**src/rtl/serial_add_ctrl_if.sv**
```systemverilog
// Handshake and operand/result bundle between an ALU controller (master)
// and the bit-serial add/subtract sequencer (slave).
interface serial_add_ctrl_if #(
    parameter int WIDTH = 4
);
    logic             start;
    logic             op;
    logic [WIDTH-1:0] a;
    logic [WIDTH-1:0] b;
    logic             busy;
    logic             done;
    logic [WIDTH-1:0] result;
    logic             carry_out;
    logic             overflow;

    modport master (
        output start, op, a, b,
        input  busy, done, result, carry_out, overflow
    );

    modport slave (
        input  start, op, a, b,
        output busy, done, result, carry_out, overflow
    );
endinterface

```
**src/rtl/serial_add_ctrl.sv**
```systemverilog
// Bit-serial add/subtract sequencer: one 1-bit full adder is reused for WIDTH
// cycles, LSB first, yielding a WIDTH-bit result plus carry and signed overflow.
module serial_add_ctrl #(
    parameter int WIDTH = 4
) (
    input  logic               clk,
    input  logic               rst_n,
    serial_add_ctrl_if.slave   bus
);
    localparam int CNT_W = (WIDTH > 1) ? $clog2(WIDTH) : 1;
    localparam logic [CNT_W-1:0] LAST_BIT = CNT_W'(WIDTH - 1);

    typedef enum logic [1:0] {
        S_IDLE = 2'd0,
        S_RUN  = 2'd1,
        S_DONE = 2'd2
    } state_t;

    state_t           state_q, state_d;
    logic [WIDTH-1:0] a_sr_q, a_sr_d;
    logic [WIDTH-1:0] b_sr_q, b_sr_d;
    logic [WIDTH-1:0] s_sr_q, s_sr_d;
    logic [WIDTH-1:0] result_q, result_d;
    logic [CNT_W-1:0] cnt_q, cnt_d;
    logic             c_q, c_d;
    logic             busy_q, busy_d;
    logic             done_q, done_d;
    logic             carry_q, carry_d;
    logic             ovf_q, ovf_d;

    logic             add_out;
    logic             add_co;
    logic             c_msb_in;
    logic [WIDTH-1:0] sum_shifted;

    // The single shared 1-bit full adder: returns {carry_out, out}.
    function automatic logic [1:0] add1(input logic x, input logic y, input logic ci);
        return {(x & y) | (x & ci) | (y & ci), x ^ y ^ ci};
    endfunction

    always_comb begin
        {add_co, add_out} = add1(a_sr_q[0], b_sr_q[0], c_q);
        sum_shifted       = {add_out, s_sr_q[WIDTH-1:1]};
        c_msb_in          = c_q;
    end

    always_comb begin
        state_d  = state_q;
        a_sr_d   = a_sr_q;
        b_sr_d   = b_sr_q;
        s_sr_d   = s_sr_q;
        result_d = result_q;
        cnt_d    = cnt_q;
        c_d      = c_q;
        carry_d  = carry_q;
        ovf_d    = ovf_q;

        unique case (state_q)
            S_IDLE: begin
                if (bus.start) begin
                    // Subtraction runs as A + ~B + 1, the +1 entering as the initial carry.
                    a_sr_d  = bus.a;
                    b_sr_d  = bus.op ? ~bus.b : bus.b;
                    c_d     = bus.op;
                    cnt_d   = '0;
                    state_d = S_RUN;
                end
            end
            S_RUN: begin
                s_sr_d = sum_shifted;
                a_sr_d = a_sr_q >> 1;
                b_sr_d = b_sr_q >> 1;
                c_d    = add_co;
                cnt_d  = cnt_q + 1'b1;
                if (cnt_q == LAST_BIT) begin
                    result_d = sum_shifted;
                    carry_d  = add_co;
                    ovf_d    = c_msb_in ^ add_co;
                    state_d  = S_DONE;
                end
            end
            S_DONE: begin
                state_d = S_IDLE;
            end
            default: begin
                state_d = S_IDLE;
            end
        endcase

        // busy/done are registered copies decoded from the next state.
        busy_d = (state_d == S_RUN);
        done_d = (state_d == S_DONE);
    end

    always_ff @(posedge clk) begin
        if (!rst_n) begin
            state_q  <= S_IDLE;
            a_sr_q   <= '0;
            b_sr_q   <= '0;
            s_sr_q   <= '0;
            result_q <= '0;
            cnt_q    <= '0;
            c_q      <= 1'b0;
            busy_q   <= 1'b0;
            done_q   <= 1'b0;
            carry_q  <= 1'b0;
            ovf_q    <= 1'b0;
        end else begin
            state_q  <= state_d;
            a_sr_q   <= a_sr_d;
            b_sr_q   <= b_sr_d;
            s_sr_q   <= s_sr_d;
            result_q <= result_d;
            cnt_q    <= cnt_d;
            c_q      <= c_d;
            busy_q   <= busy_d;
            done_q   <= done_d;
            carry_q  <= carry_d;
            ovf_q    <= ovf_d;
        end
    end

    assign bus.busy      = busy_q;
    assign bus.done      = done_q;
    assign bus.result    = result_q;
    assign bus.carry_out = carry_q;
    assign bus.overflow  = ovf_q;
endmodule

```
**src/flat_wrapper.sv**
```systemverilog
// flat-port wrapper written by rule: the top's interface ports become plain ports
module serial_add_ctrl_flat 
#(
    parameter int WIDTH = 4
)
  (clk, rst_n, bus_start, bus_op, bus_a, bus_b, bus_busy, bus_done, bus_result, bus_carry_out, bus_overflow);
  serial_add_ctrl_if #(.WIDTH(WIDTH)) bus_i ();
  input  logic clk;
  input  logic rst_n;
  input wire logic [$bits(bus_i.start)-1:0] bus_start;
  input wire logic [$bits(bus_i.op)-1:0] bus_op;
  input wire logic [$bits(bus_i.a)-1:0] bus_a;
  input wire logic [$bits(bus_i.b)-1:0] bus_b;
  output wire logic [$bits(bus_i.busy)-1:0] bus_busy;
  output wire logic [$bits(bus_i.done)-1:0] bus_done;
  output wire logic [$bits(bus_i.result)-1:0] bus_result;
  output wire logic [$bits(bus_i.carry_out)-1:0] bus_carry_out;
  output wire logic [$bits(bus_i.overflow)-1:0] bus_overflow;
  assign bus_i.start = bus_start;
  assign bus_i.op = bus_op;
  assign bus_i.a = bus_a;
  assign bus_i.b = bus_b;
  assign bus_busy = bus_i.busy;
  assign bus_done = bus_i.done;
  assign bus_result = bus_i.result;
  assign bus_carry_out = bus_i.carry_out;
  assign bus_overflow = bus_i.overflow;
  serial_add_ctrl #(.WIDTH(WIDTH)) u_core (.clk(clk), .rst_n(rst_n), .bus(bus_i));
endmodule
```
**config.mk**
```make
export PLATFORM = sky130hd
export DESIGN_NAME = serial_add_ctrl_flat
export DESIGN_NICKNAME = d
export VERILOG_FILES = /design/src/rtl/serial_add_ctrl_if.sv /design/src/rtl/serial_add_ctrl.sv /design/src/flat_wrapper.sv
export SDC_FILE = /design/constraint.sdc
export NUM_CORES = 1
export LEC_CHECK = 0
export CORE_AREA = 2 2 57 45
export CTS_CLUSTER_DIAMETER = 150
export DETAILED_ROUTE_END_ITERATION = 7
export DIE_AREA = 0 0 59 47
export PLACE_DENSITY = 0.74
export SLEW_MARGIN = 20
export SYNTH_ARGS = -nofsm -noshare
export SYNTH_HDL_FRONTEND = slang
export SYNTH_SLANG_ARGS = --single-unit
```
**constraint.sdc**
```tcl
create_clock -name clk -period 2.08 [get_ports clk]
set_clock_uncertainty 0.2 [all_clocks]
set_input_delay 0.416 -clock clk [delete_from_list [all_inputs] [get_ports clk]]
set_output_delay 0.416 -clock clk [all_outputs]
set_load 0.05 [all_outputs]
```
==> flow_summary.json <==
{
  "status": "completed",
  "io_pins": 20,
  "min_path_type": "reg2reg",
  "critPathBufInv": 1,
  "initial_utilization_pct": 47.6,
  "final_cell_area_um2": 1290,
  "gp_congestion": 0.693,
  "grt.overflow.total": 0,
  "cts_tree": "built",
  "tns_ps": 0,
  "cts_made_buffers": 3,
  "final_cell_mix": "24 x dfxtp_1, 11 x clkdlybuf4s50_1, 10 x nand3_1, 10 x buf_4",
  "grt_max_degree": 29,
  "synth_top_cell_by_area": "dfxtp_1",
  "synth_top_area_share_pct": 45.6,
  "drive_above_1_share_pct": 16.0,
  "cts_sinks": 24,
  "finalSetupViolations": 0,
  "multi_input_area_um2": 512,
  "fin_crit_ps": 1670,
  "dp_hpwl_um": 1230,
  "critPathMaxFanout": 1,
  "hold_buffers": 0,
  "synth_fp_nets": 122,
  "power_leakage_nw": 0.526,
  "finalNetCount": 140,
  "first_pass_iters": 4,
  "slew_headroom_pct": 66.8,
  "root_buffer": "clkbuf_4",
  "grt_pass1_wl_um": 2990,
  "via_count": 789,
  "path_class": "reg2out",
  "vdd_drop_max_mv": 0.412,
  "antenna_cells": 0,
  "yosys_warnings": 0,
  "placementRows": 15,
  "path_delay_family": "buffers and inverters",
  "fmax_mhz": 598,
  "drv_slew": 0,
  "slowest_delay_ps": 410,
  "netlist_top_cells_area": "dfxtp_1 46%, nor3b_1 5.0%, mux2i_1 4.7%",
  "hold_viol": 0,
  "clkTransAtPathRegs_ps": 130,
  "post_layout_nonfiller_instances": 150,
  "startpoint_type": "flip-flop",
  "die_x_um": 59,
  "worstMarginPinSlew_ps": 497,
  "ff_latch_area_um2": 480,
  "placed_area_um2": 1240,
  "grtUsageTotal_pct": 14.9,
  "finalPower_mw": 0.957,
  "cts_max_path_buffers": 2,
  "dieHeight_um": 47,
  "period_share_pct": 80.4,
  "arrival_ps": 1060,
  "cpMaxStageDelayCell": "dlymetal6s2s_1",
  "h-tree-depth": 1,
  "clk_latency_ps": 320,
  "core_um2": 2210,
  "pre_cts_slack_ps": 203,
  "crit_chain": "dlymetal6s2s_1",
  "wl_per_cell_um": 12.1,
  "fin_ws_ps": 408,
  "ys_seq_area_share_pct": 45.6,
  "via_per_inst": 5.26,
  "synth-seq-cells": 24,
  "power_density_nw_per_um2": 741,
  "yosysUniqueCellTypes": 27,
  "syn_inst": 108,
  "port_buffers": 19,
  "dieArea_um2": 2770,
  "routed_wl_um": 1810,
  "grt_pass1_vias": 677,
  "syn-cell-area_um2": 1050,
  "fillCellCount": 211,
  "drcViolationCount": 0,
  "drv_cap": 0,
  "syn_avg_cell_area_um2": 9.77,
  "dp_cells": 146,
  "rsz0062_at_grt": "no",
  "final_common_cell": "dfxtp_1",
  "area_growth_pct": 22.5,
  "antenna_found_initial": 0,
  "cp-end-kind": "output port",
  "drt_iter0_drc": 21,
  "route.antenna.remaining_nets": 0,
  "cp.required_ps": 1460
}
-- Yosys cell counts --
master / number
nand2_1: 6
clkbuf_1: 5
o21ba_2: 1
buf_4: 2
buf_2: 2
fa_1: 1
o211ai_1: 3
ha_1: 1
a22oi_1: 3
nand3b_1: 1
nor3b_1: 7
nand3_1: 10
inv_1: 5
o211a_1: 1
dfxtp_1: 24
xnor2_1: 3
mux2i_1: 5
and3_1: 2
a21oi_1: 5
nor2b_1: 7
nor3b_2: 1
a21boi_1: 4
nor2_1: 1
o221a_2: 4
and2b_1: 1
xor2_1: 2
o21bai_1: 1
-- layer usage --
| metal | vias up | wire length, um | global-route usage [%] |
|---|---|---|---|
| met5 | - | 0 | 0 |
| li1 | 413 | - | - |
| met1 | 351 | 921 | 18.2 |
| met2 | 20 | 758 | 24.4 |
| met3 | 5 | 104 | 5.79 |
| met4 | 0 | 27 | 5.45 |
-- cell type report --
class                      count  share of cell area, %
tap                           25                   2.42
inverter                       5                   1.45
clock inverter                 1                   2.32
clock buffer                   3                   1.74
sequential                    24                   37.2
multi-input combinational     70                   39.6
timing repair buffer          22                   15.3
-- flip-flops by register name, summed over array words and instances (netlist names) --
register / flops
u_core.bus.result: 4
u_core.cnt_q: 2
u_core.a_sr_q: 4
u_core.state_q: 2
u_core.bus.done: 1
u_core.bus.busy: 1
u_core.c_msb_in: 1
u_core.s_sr_q: 3
u_core.bus.overflow: 1
u_core.bus.carry_out: 1
u_core.b_sr_q: 4
-- worst paths after layout --
path,end,slack [ps],depth (start not counted),from
max,bus_done,410,1,u_core.bus.done
min,u_core.bus.result[3],270,2,u_core.bus.result[3]
max reg2reg,u_core.bus.carry_out,420,4,u_core.cnt_q[0]
min reg2reg,u_core.bus.result[3],270,2,u_core.bus.result[3]
-- kinds of logic (layout without fill, tap and decap cells) --
| kind of cell | after synthesis | in the layout | synth area share, % |
|---|---|---|---|
| AO/OA/AOI/OAI | 22 | 22 | 16.4 |
| AND/OR/NAND/NOR | 36 | 36 | 20.2 |
| flip-flops | 24 | 24 | 45.6 |
| adder cells (fa/ha/maj) | 2 | 2 | 3.08 |
| multiplexers | 5 | 5 | 4.75 |
| buffers and inverters | 14 | 31 | 5.93 |
| XOR/XNOR | 5 | 5 | 4.15 |
-- report_power, final --
| group | switching (mW) | total, mW | internal [mW] | leakage (nW) |
|---|---|---|---|---|
| clock | 0.141 | 0.337 | 0.195 | 0.0279 |
| sequential | 0.0188 | 0.501 | 0.482 | 0.196 |
| combinational | 0.0532 | 0.120 | 0.0669 | 0.302 |
| total | 0.213 | 0.957 | 0.744 | 0.526 |
-- stage by stage --
stage                     utilization (%)  hold slack [ps]
after floorplan                         -              242
after global placement               55.9              242
after detailed placement             55.9              249
after CTS                            58.2              269
after global routing                 58.4              286
final                                58.4              267
-- repair_timing --
action | 4_1_cts | 5_1_grt
hold endpoints to repair | 0 | 0
setup endpoints to repair | 0 | 1
buffers inserted | 0 | 0
gates resized for setup | 0 | 1
Power figures use the tool's default switching activity.
